==> config.mk <==
export PLATFORM = sky130hd
export DESIGN_NAME = fetch_stage
export DESIGN_NICKNAME = d
export VERILOG_FILES = /design/src/rtl/pipeline_pkg.sv /design/src/rtl/fetch_stage_if_id_reg.sv /design/src/rtl/fetch_stage.sv
export SDC_FILE = /design/constraint.sdc
export NUM_CORES = 1
export LEC_CHECK = 0
export ABC_AREA = 1
export CAP_MARGIN = 25
export CORE_ASPECT_RATIO = 1.5
export CORE_MARGIN = 5
export CORE_UTILIZATION = 30
export DETAILED_ROUTE_END_ITERATION = 8
export PLACE_DENSITY = 0.54
export SYNTH_ARGS = -nofsm -noshare
export SYNTH_HDL_FRONTEND = slang
export SYNTH_HIERARCHICAL = 1
export SYNTH_SLANG_ARGS = --single-unit
==> constraint.sdc <==
create_clock -name clk -period 3.5 [get_ports clk]
set_input_delay 0.7 -clock clk [delete_from_list [all_inputs] [get_ports clk]]
set_output_delay 0.7 -clock clk [all_outputs]
set_load 0.02 [all_outputs]
==> src/rtl/pipeline_pkg.sv <==
`default_nettype none
// +----------------------------------------------------------------------------+
// | pipeline_pkg                                                               |
// | Shared constants, fetch-state encoding and PC helpers for the pipeline.    |
// | Revision: 1.0                                                              |
// +----------------------------------------------------------------------------+
package pipeline_pkg;

    localparam logic [31:0] C_NOP_INSTR = 32'h0000_0000;
    localparam logic [31:0] C_RESET_PC  = 32'h0000_0000;

    typedef enum logic [1:0] {
        ST_IDLE  = 2'd0,
        ST_FETCH = 2'd1,
        ST_HOLD  = 2'd2,
        ST_DROP  = 2'd3
    } fetch_state_t;

    function automatic logic [31:0] pc_inc(input logic [31:0] i_pc);
        return i_pc + 32'd4;
    endfunction

    function automatic logic [31:0] word_align(input logic [31:0] i_addr);
        return i_addr & ~32'h0000_0003;
    endfunction

endpackage
`default_nettype wire

==> src/rtl/fetch_stage_if_id_reg.sv <==
`default_nettype none
// +----------------------------------------------------------------------------+
// | if_id_reg                                                                  |
// | IF/ID pipeline register: bubble insert beats load, otherwise hold.         |
// | Revision: 1.0                                                              |
// +----------------------------------------------------------------------------+
module if_id_reg
    import pipeline_pkg::*;
#(
    parameter logic [31:0] NOP_INSTR = C_NOP_INSTR
) (
    input  logic        clk,
    input  logic        rst,
    input  logic        i_load,
    input  logic        i_bubble,
    input  logic [31:0] i_instr,
    input  logic [31:0] i_next,
    output logic [31:0] o_instr,
    output logic [31:0] o_next,
    output logic        o_valid
);

    logic [31:0] r_instr;
    logic [31:0] r_next;
    logic        r_valid;

    // A bubble keeps Next_Address so ID still sees the last real PC+4.
    always_ff @(posedge clk) begin
        if (!rst) begin
            r_instr <= NOP_INSTR;
            r_next  <= 32'd0;
            r_valid <= 1'b0;
        end else if (i_bubble) begin
            r_instr <= NOP_INSTR;
            r_valid <= 1'b0;
        end else if (i_load) begin
            r_instr <= i_instr;
            r_next  <= i_next;
            r_valid <= 1'b1;
        end
    end

    assign o_instr = r_instr;
    assign o_next  = r_next;
    assign o_valid = r_valid;

endmodule
`default_nettype wire

==> src/rtl/fetch_stage.sv <==
`default_nettype none
// +----------------------------------------------------------------------------+
// | fetch_stage                                                                |
// | IF stage: PC, req/valid instruction fetch, one-entry stall buffer, IF/ID.  |
// | Revision: 1.0                                                              |
// +----------------------------------------------------------------------------+
module fetch_stage
    import pipeline_pkg::*;
#(
    parameter logic [31:0] RESET_PC  = C_RESET_PC,
    parameter logic [31:0] NOP_INSTR = C_NOP_INSTR
) (
    input  logic        clk,
    input  logic        rst,
    input  logic        PCWrite,
    input  logic        freeze,
    input  logic        PCSrc,
    input  logic [31:0] Branch_Address,
    input  logic        flush,
    output logic        imem_req,
    output logic [31:0] imem_addr,
    input  logic [31:0] imem_rdata,
    input  logic        imem_valid,
    output logic [31:0] Instruction,
    output logic [31:0] Next_Address,
    output logic        IF_valid
);

    fetch_state_t r_state;
    fetch_state_t w_state_nxt;
    logic [31:0]  r_pc;
    logic [31:0]  w_pc_nxt;
    logic [31:0]  r_drop_addr;
    logic [31:0]  w_drop_addr_nxt;
    logic [31:0]  r_buf_instr;
    logic [31:0]  w_buf_instr_nxt;
    logic [31:0]  r_buf_next;
    logic [31:0]  w_buf_next_nxt;
    logic [31:0]  w_pc_inc;
    logic [31:0]  w_ld_instr;
    logic [31:0]  w_ld_next;
    logic         w_done;
    logic         w_stall;
    logic         w_load;
    logic         w_bubble;

    assign imem_req  = (r_state == ST_FETCH) || (r_state == ST_DROP);
    assign imem_addr = (r_state == ST_DROP) ? r_drop_addr : r_pc;
    assign w_done    = imem_req & imem_valid;
    assign w_stall   = ~PCWrite | freeze;
    assign w_pc_inc  = pc_inc(r_pc);

    always_ff @(posedge clk) begin
        if (!rst) begin
            r_state     <= ST_IDLE;
            r_pc        <= word_align(RESET_PC);
            r_drop_addr <= 32'd0;
            r_buf_instr <= NOP_INSTR;
            r_buf_next  <= 32'd0;
        end else begin
            r_state     <= w_state_nxt;
            r_pc        <= w_pc_nxt;
            r_drop_addr <= w_drop_addr_nxt;
            r_buf_instr <= w_buf_instr_nxt;
            r_buf_next  <= w_buf_next_nxt;
        end
    end

    // The stall buffer is occupied exactly while in ST_HOLD, so no separate
    // occupancy flag is kept; leaving HOLD by any path empties it.
    always_comb begin
        w_state_nxt     = r_state;
        w_pc_nxt        = r_pc;
        w_drop_addr_nxt = r_drop_addr;
        w_buf_instr_nxt = r_buf_instr;
        w_buf_next_nxt  = r_buf_next;
        w_load          = 1'b0;
        w_bubble        = 1'b0;
        w_ld_instr      = imem_rdata;
        w_ld_next       = w_pc_inc;

        if (PCSrc) begin
            w_pc_nxt = word_align(Branch_Address);
            w_bubble = 1'b1;
            if (r_state == ST_FETCH && !w_done) begin
                w_state_nxt     = ST_DROP;
                w_drop_addr_nxt = r_pc;
            end else if (r_state == ST_DROP && !w_done) begin
                w_state_nxt = ST_DROP;
            end else begin
                w_state_nxt = ST_FETCH;
            end
        end else begin
            w_bubble = flush;
            case (r_state)
                ST_IDLE: begin
                    w_state_nxt = ST_FETCH;
                end
                ST_FETCH: begin
                    if (w_done) begin
                        // A flushed completion is consumed even under stall.
                        if (flush || !w_stall) begin
                            w_pc_nxt = w_pc_inc;
                            w_load   = 1'b1;
                        end else begin
                            w_buf_instr_nxt = imem_rdata;
                            w_buf_next_nxt  = w_pc_inc;
                            w_state_nxt     = ST_HOLD;
                        end
                    end else if (!w_stall) begin
                        w_bubble = 1'b1;
                    end
                end
                ST_HOLD: begin
                    if (flush || !w_stall) begin
                        w_ld_instr  = r_buf_instr;
                        w_ld_next   = r_buf_next;
                        w_load      = 1'b1;
                        w_pc_nxt    = r_buf_next;
                        w_state_nxt = ST_FETCH;
                    end
                end
                ST_DROP: begin
                    w_bubble = 1'b1;
                    if (w_done) begin
                        w_state_nxt = ST_FETCH;
                    end
                end
                default: begin
                    w_state_nxt = ST_IDLE;
                end
            endcase
        end
    end

    if_id_reg #(
        .NOP_INSTR (NOP_INSTR)
    ) u_if_id (
        .clk      (clk),
        .rst      (rst),
        .i_load   (w_load),
        .i_bubble (w_bubble),
        .i_instr  (w_ld_instr),
        .i_next   (w_ld_next),
        .o_instr  (Instruction),
        .o_next   (Next_Address),
        .o_valid  (IF_valid)
    );

endmodule
`default_nettype wire

Yosys cells after proc, flatten, opt, wreduce, memory -nomap -nowiden
Cells that the tools add are included.
{ "classes": {"n_addsub": 1, "n_eq_ne": 11, "mux": 28, "bitwise_logic": 6, "reduce_logical": 17} }
{ "ops": {"columns": ["operator", "n"], "rows": [
  ["$mux W32", 11],
  ["$pmux W32 S2", 1],
  ["$add A32 B3 Y32 const B", 1],
  ["$mux W2", 7],
  ["$ne A3 B3 Y1 const B", 4],
  ["$reduce_and A4 Y1", 3],
  ["$pmux W2 S4", 1],
  ["$mux W1", 6],
  ["$eq A2 B2 Y1 const B", 2],
  ["$ne A2 B2 Y1 const B", 2],
  ["$not A1 Y1", 4],
  ["$pmux W1 S2", 2],
  ["$reduce_and A2 Y1", 2],
  ["$reduce_or A2 Y1", 2],
  ["$ne A3 B2 Y1 const B", 1],
  ["$reduce_and A3 Y1", 1],
  ["$reduce_bool A3 Y1", 1],
  ["$eq A2 B1 Y1 const B", 1],
  ["$logic_and A1 B1 Y1", 2],
  ["$logic_not A1 Y1", 2],
  ["$logic_not A2 Y1", 1],
  ["$logic_or A1 B1 Y1", 2],
  ["$ne A2 B1 Y1 const B", 1],
  ["$reduce_bool A2 Y1", 1],
  ["2 further kinds", 2]
]} }
{ "totals": {"regBits": 195, "input_bits": 71, "output_inout_bits": 98, "word_cells": 72} }

Longest topological paths before layout
Gate-level depths: netlist of the first run.
{ "depth": {"word_depth": 9, "depth_mapped": 16, "ltp_nobuf": 15} }

Cells and area by module
Netlist of the first run, hierarchy kept.
{ "modules_own_cells": {"columns": ["mod", "instances", "cells_per_inst", "area_each_um2", "seq_area_each_um2"], "rows": [
  ["fetch_stage", 1, 1251, 8022.7, 2602.5],
  ["if_id_reg", 1, 350, 2532.4, 1301.2]
]} }

Worst setup path after synthesis of the first run
OpenSTA, ideal clock, no wires.
{ "synth_path": {"path_kind": "input -> register", "start": "input freeze", "end": "register u_if_id.r_next[14] (netlist: u_if_id/o_next[14])", "setup_ns": 0.113, "arrival_ns": 2.304, "t_required_ns": 3.387, "slack_ns": 1.084, "path_stages": 12, "n_path_buf": 4, "cell_sequence": "inv_1 > nand2_1 > nand2_1 > clkinv_1 > buf_2 > buf_2 > nor4_1 > buf_4 > buf_2 > nand3_1 > nand2_1 > nor2_1"} }
{ "synth_between": {"elab_chain_cells": 8, "word_cells_on_any_way": 16, "classes_between": "mux: 11; bitwise: 2; reduce/logical: 3"} }
{ "synth_rtl": {"columns": ["item", "line_no", "source"], "rows": [
  ["from (decl)", "fetch_stage.sv:16", "input logic freeze,"],
  ["$or A1 B1 Y1 *", "fetch_stage.sv:50", "assign w_stall = ~PCWrite | freeze;"],
  ["$logic_not A1 Y1 *", "fetch_stage.sv:102, fetch_stage.sv:115", null],
  ["$logic_or A1 B1 Y1 *", "fetch_stage.sv:102, fetch_stage.sv:115", null],
  ["$mux W1 *", "fetch_stage.sv:102, fetch_stage.sv:115", null],
  ["$mux W1", "fetch_stage.sv:100", "if (w_done) begin"],
  ["$pmux W1 S2 *", "fetch_stage.sv:95", "case (r_state)"],
  ["$mux W1 *", "fetch_stage.sv:82", "if (PCSrc) begin"],
  ["via w_load", "fetch_stage.sv:44", "logic w_load;"],
  ["$reduce_and A2 Y1 (no source line) *", null, null],
  ["to (signal assigned)", "fetch_stage_if_id_reg.sv:38", "r_next <= i_next;"],
  ["to (decl)", "fetch_stage_if_id_reg.sv:24", "logic [31:0] r_next;"]
]} }
The timed path passes the listed nets; every way through them passes the cells marked *.
A chain may end at the register's enable or synchronous reset.

Worst setup path in the final report of the first run
{ "layout_path": {"start": "register r_state[0]", "end": "output imem_addr[4]"} }
{ "layout_between": {"elab_chain_cells": 2} }
{ "layout_rtl": {"columns": ["item", "line_no", "source"], "rows": [
  ["from (decl)", "fetch_stage.sv:29", "fetch_state_t r_state;"],
  ["from (signal assigned)", "fetch_stage.sv:61", "r_state <= w_state_nxt;"],
  ["$eq A2 B2 Y1", "fetch_stage.sv:48", "assign imem_addr = (r_state == ST_DROP) ? r_drop_addr : r_pc;"],
  ["$mux W32", "fetch_stage.sv:48", null],
  ["to (decl)", "fetch_stage.sv:21", "output logic [31:0] imem_addr,"]
]} }
Every way passes these cells.

==> metrics.yaml, run 1 <==
synthesis:
  synth-edff-count: 0
  synthFlopType: "dfxtp_1"
  synth_top_family_by_area: "simple AND/OR/NAND/NOR gates"
  synth_fa_ha_area_share_pct: 0.474
  synth-simple-area-share_pct: 28.8
  synth_seq_cells: 195
  synth_warnings: 6
  synth_most_common_cell: "nand2_1"
  netlist_instances: 1601
  ys_seq_area_share_pct: 37.0
  syn_area_mm2: 0.0106
  synth-async-reset-ratio_pct: 0
  synthMuxAreaShare_pct: 3.22
  synthXorXnorAreaFrac_pct: 0.581
  synth_top_area_share_pct: 37.0
  yosys.area.top_type: "dfxtp_1"
  syn_nets: 1676
  ys_top_cells_by_area: "dfxtp_1 (37%), nand2_1 (16%), o21ai_0 (6.6%), inv_1 (5.9%), nand3_1 (5.6%)"
  synth_area_per_cell_um2: 6.59
  yosysUniqueCellTypes: 40
  synth_common_cells: "nand2_1 (450), dfxtp_1 (195), inv_1 (167)"
  synth_compound_area_share_pct: 18.9
worst_hold_path:
  hold_path_class: "flop to flop"
  hold_path_startpoint: "r_drop_addr[3]"
power:
  combPwrFrac_pct: 18.7
  p_clk_share_pct: 36.6
  seq_power_share_pct: 44.8
  p_int_mw: 3.71
  p_sw_mw: 1.69
  vdd_ir_drop_max_uv: 318
  power_density_mw_per_mm2: 414
  switching_share_pct: 31.3
  leakage_nw: 5.35
drt:
  dr_wl_met3_um: 1920
  dr_total_vias: 10359
  drcViolationCount: 0
  vias_per_cell: 4.73
  avgRoutedWirePerCell_um: 15.6
  drt_pass1_iterations: 5
  totalWireLength_um: 34100
  drtIter0Drc: 509
  wl_met2_um: 16700
  routed.top_layer: "met4"
  wl_met1_um: 14800
  final_antenna_net_count: 0
die:
  die_w_um: 163
  num_rows: 84
  die_height_um: 240
  fp.coreArea_mm2: 0.0349
  boundaryPins: 169
  die-area_mm2: 0.0391
  start_util_pct: 30.2
critical_path:
  cp_data_arrival_time_ns: 2.43
  path_max_fanout: 59
  crit_path_end_kind: "primary output"
  path_class: "flop to primary output"
  start_kind: "flop"
  reg2reg_from: "r_state[0]"
  cp_slowest_cell: "clkdlybuf4s50_1"
  crit_chain: "ha_2, buf_12, inv_1, o21ai_0, clkdlybuf4s50_1"
  cp-startpoint: "r_state[0]"
  critPathMaxStageDelay_ns: 0.64
  cp.required_ns: 2.80
global_routing:
  grt_max_degree: 68
  grt_pass1_wl_um: 54400
  grt_usage_pct: 17.4
  grt.overflow.total: 0
  antenna_found_initial: 0
  first_global_vias: 9701
clock_network:
  post_cts_buffers: 0
  insertion_delay_ns: 0.45
  clock_path_buffers: 2
  cts_tree: "yes"
  numCtsBuffers: 17
  cts_sinks: 195
  path_clk_slew_ns: 0.07
  clock_tree.root_cell: "clkbuf_16"
  htreeDepth: 4
  postCtsResizedCells: 0
  ctsHoldBuffers: 0
sta:
  skew_ns: 0.00855
  whs_ns: 0.449
  relSlewSlack_pct: 50.8
  tns_ns: 0
  maxSlewViolCount: 0
  final-setup-viol-count: 0
  fmax_ghz: 0.319
  worst_slew_pin_slew_ns: 0.738
  min_period_over_period_pct: 89.4
  rsz0062_at_grt: "false"
  hold_viol_final: 0
  fin_crit_ns: 3.13
cells_and_area:
  num-fill-cells: 3794
  fin_util_pct: 37.5
  drive_gt1_share_pct: 6.01
  area.growth.synth_to_final_pct: 23.8
  final_nets: 1777
  diodes: 0
place:
  hpwl_um: 24500
  io_buffers: 166
  routabilityCongestion: 0.943
run:
  drv_cap: 0
status:
  outcome: "completed"
-- worst paths after layout --
check / endpoint / slack [ns] / depth (start not counted)
worst max-delay path: imem_addr[4] / 0.37 / 5
worst min-delay path: r_drop_addr[3] / 0.45 / 2
worst max register to register: u_if_id/o_instr[24] / 0.86 / 7
worst min register to register: r_drop_addr[3] / 0.45 / 2
-- routing by layer --
metal / global-route usage, % / up-vias
li1: - / 5386
met1: 21.5 / 4711
met2: 29.9 / 227
met3: 4.13 / 35
met4: 5.52 / 0
met5: 0 / -
-- sequential cells by signal, indices dropped and copies added, names as in the netlist, named ones only --
name	cells
u_if_id/o_instr	32
u_if_id/o_valid	1
r_drop_addr	32
r_buf_instr	32
r_buf_next	32
u_if_id/o_next	32
r_pc	30
r_state	2
-- cell type report --
cell class	count	area [um2]	share of cell area, %
clock inverters	15	148	1.13
clock buffers	17	425	3.25
repair buffers	186	1850	14.1
flip-flops and latches	195	3900	29.9
inverters	173	649	4.97
well taps	473	592	4.53
multi-input cells	1129	5510	42.1
-- placed cells by master (no fill, tap or decap), types with 4 or more instances in the layout --
cell type	instances
nor2_1	115
inv_1	167
a21oi_1	106
o21a_1	9
nor3_1	4
o21ai_1	14
o21ai_0	140
clkinv_4	4
nand2_1	449
clkdlybuf4s50_1	165
nor2_2	9
mux2i_1	34
a31oi_1	7
inv_6	5
buf_4	18
dfxtp_1	195
or2_2	9
nor2_4	7
inv_2	5
nand3_1	119
o211ai_1	38
o22ai_1	22
o21bai_1	8
nand2_2	8
xor2_1	6
clkbuf_16	17
-- worst max-delay path: cells and delay by family (launching register included) --
kind                       cells  cell delay [ns]
adders and majority gates      1             0.23
DFF                            1             0.40
buffers and inverters          3             1.09
AOI/OAI and AO/OA              1             0.24
-- cells by family after synthesis --
family | Yosys count
AO/OA/AOI/OAI | 356
adder cells (fa/ha/maj) | 4
buffers and inverters | 277
AND/OR/NAND/NOR | 728
flip-flops | 195
multiplexers | 34
XOR/XNOR | 7
-- power by group through the flow --
| stage | Clock [mW] | Combinational [mW] | Sequential (mW) |
|---|---|---|---|
| finish | 1.98 | 1.01 | 2.42 |
| global placement | 0 | 1.01 | 2.47 |
| global route | 2.13 | 1.14 | 2.43 |
| CTS | 2.04 | 1.02 | 2.42 |
| detailed placement | 0 | 1.02 | 2.47 |
| floorplan | 0 | 0.661 | 2.44 |
-- through the flow --
stage / power (mW) / setup slack [ns] / instances / instance area, um2
global placement: 3.47 / 0.390 / 2156 / 12500
floorplan: 3.10 / 1.08 / 1601 / 10600
detailed placement: 3.48 / 0.365 / 2156 / 12500
CTS: 5.48 / 0.321 / 2188 / 13100
finish: 5.41 / 0.370 / 2188 / 13100
global route: 5.70 / 0.261 / 2188 / 13100
Power figures use the tool's default switching activity.
==> run 2, diff against run 1 <==
--- a/config.mk
+++ b/config.mk
@@ -8,7 +8,7 @@
 export ABC_AREA = 1
 export CAP_MARGIN = 25
 export CORE_ASPECT_RATIO = 1.5
-export CORE_MARGIN = 5
+export CORE_MARGIN = 1
 export CORE_UTILIZATION = 30
 export DETAILED_ROUTE_END_ITERATION = 8
 export PLACE_DENSITY = 0.54
==> run 2 against run 1 <==
- first-iteration DRC count grew 1.2%
- combinational power is essentially flat
- worst hold slack gained 0.00087 ns
- clock power decreased by 2%
- fmax decreased by 1.7%
==> metrics.yaml, run 2 (same netlist as run 1, synthesis figures left out) <==
status:
  outcome: "completed"
sta:
  tns_ns: 0  # unchanged
  min_period_over_period_pct: 91.0  # +1.5 points
  hold_viol_final: 0  # unchanged
  fin_crit_ns: 3.18  # +0.0537 ns
  relSlewSlack_pct: 53.7  # +2.9 points
  final-setup-viol-count: 0  # unchanged
  maxSlewViolCount: 0  # unchanged
  worst_slew_pin_slew_ns: 0.695  # -0.0432 ns
  skew_ns: 0.00877  # +0.000219 ns
  fmax_ghz: 0.314  # -1.7%
  whs_ns: 0.450  # +0.000873 ns
  rsz0062_at_grt: "false"
cells_and_area:
  multiInputGateArea_mm2: 0.00551  # unchanged
  num-fill-cells: 3777  # -0.45%
  final_nets: 1781  # +0.23%
  fin_area_mm2: 0.0131  # +0.34%
  diodes: 0  # unchanged
  regArea_mm2: 0.00390  # unchanged
  final_common_cell: "nand2_1"
  stdcell_count: 2186  # -0.091%
  area.growth.synth_to_final_pct: 24.3
  drive_gt1_share_pct: 6.05  # +0.044 points
  final_cell_mix: "nand2_1 (449), dfxtp_1 (195), inv_1 (167)"
power:
  vdd_ir_drop_max_uv: 359  # +13%
  p_total_mw: 5.37  # -0.63%
  leakage_nw: 5.38  # +0.61%
  power_density_mw_per_mm2: 410  # -0.96%
clock_network:
  ctsHoldBuffers: 0  # unchanged
  clock_path_buffers: 2  # unchanged
  numCtsBuffers: 17  # unchanged
  cts_tree: "yes"
  insertion_delay_ns: 0.45  # about the same
  htreeDepth: 4  # unchanged
  post_cts_buffers: 0  # unchanged
  postCtsResizedCells: 0  # unchanged
  cts_sinks: 195  # unchanged
  clock_tree.root_cell: "clkbuf_16"
  path_clk_slew_ns: 0.07  # about the same
global_routing:
  grt_usage_pct: 18.7  # +1.3 points
  grt_pass1_wl_um: 52800  # -2.9%
  antenna_found_initial: 0  # unchanged
  first_global_vias: 9687  # -0.14%
  grt.overflow.total: 0  # unchanged
  grt_max_degree: 72  # +5.9%
die:
  num_rows: 83  # -1.2%
  start_util_pct: 30.6  # +0.36 points
  die_height_um: 232  # -3.3%
  die-area_mm2: 0.0360  # -8.1%
  die_w_um: 155  # -4.9%
  boundaryPins: 169  # unchanged
  fp.coreArea_mm2: 0.0345  # -1.2%
drt:
  totalWireLength_um: 33300  # -2.4%
  drt_pass1_iterations: 5  # unchanged
  drcViolationCount: 0  # unchanged
  dr_total_vias: 10344  # -0.14%
  vias_per_cell: 4.73  # about the same
  avgRoutedWirePerCell_um: 15.2  # -2.3%
  final_antenna_net_count: 0  # unchanged
  drtIter0Drc: 515  # +1.2%
critical_path:
  reg2reg_from: "r_state[0]"
  r2r_cells: 6  # -1
  cp-startpoint: "r_state[0]"
  reg2reg_slack_ns: 1.15  # +0.29 ns
  crit_path_end_kind: "primary output"
  start_kind: "flop"
  cp.required_ns: 2.80  # about the same
  reg2reg_to: "u_if_id/o_instr[23]"
  cp-endpoint: "imem_addr[19]"
  cp_data_arrival_time_ns: 2.48  # +0.05 ns
  path_class: "flop to primary output"
  path_max_fanout: 44  # -25%
place:
  io_buffers: 166  # unchanged
  placed_cell_area_mm2: 0.0126  # +0.48%
  hpwl_um: 23600  # -3.5%
  routabilityCongestion: 0.857  # -9.0%
  placed_cells: 2154  # -0.093%
run:
  drv_cap: 0  # unchanged
worst_hold_path:
  hold_path_class: "flop to flop"
-- run 2: cell types whose count changed in the layout (fill, tap and decap cells not counted), sizes merged --
cell	before	now
clkbuf	17	23
clkinvlp	3	2
inv	178	173
buf	21	25
-- run 2: critical path: stages (launching register included) --
cell,delay (ns)
dfxtp_1,0.39
ha_2,0.43
buf_12,0.24
nand2_1,0.07
o21ai_0,0.19
clkdlybuf4s50_1,0.70
-- run 2: layout make-up --
class                           count  share of cell area (%)
Sequential cell                   195                    29.8
Inverter                          173                    4.95
Clock buffer                       23                    3.64
Tap cell                          467                    4.46
Clock inverter                      9                   0.601
Timing Repair Buffer              190                    14.6
Multi-Input combinational cell   1129                    42.0
-- run 2: power by group --
group | total [mW] | switching [mW] | internal (mW)
registers | 2.42 | 0.102 | 2.32
clock network | 1.94 | 0.901 | 1.03
logic | 1.01 | 0.616 | 0.399
total | 5.37 | 1.62 | 3.75
-- run 2: worst min path at each step --
stage,depth (start not counted),start,endpoint
6_report,2,r_drop_addr[3],r_drop_addr[3]
5_1_grt,2,r_drop_addr[21],r_drop_addr[21]
4_1_cts,2,r_drop_addr[3],r_drop_addr[3]
3_5_place_dp,2,r_drop_addr[3],r_drop_addr[3]
3_3_place_gp,2,r_drop_addr[3],r_drop_addr[3]
2_1_floorplan,2,r_drop_addr[3],r_drop_addr[3]
-- run 2: layer usage --
layer	share of wire, %	up-vias	global-route usage [%]
met5	0	-	0
met4	2.5	0	6.71
met3	5.7	34	4.70
met2	48	242	31.7
met1	44	4675	22.9
li1	-	5393	-
-- run 2: through the flow --
step / setup slack, ns / util [%]
global route: 0.145 / 38.0
global placement: 0.587 / 36.4
detailed placement: 0.599 / 36.4
floorplan: 1.08 / -
finish: 0.316 / 38.0
CTS: 0.274 / 38.0
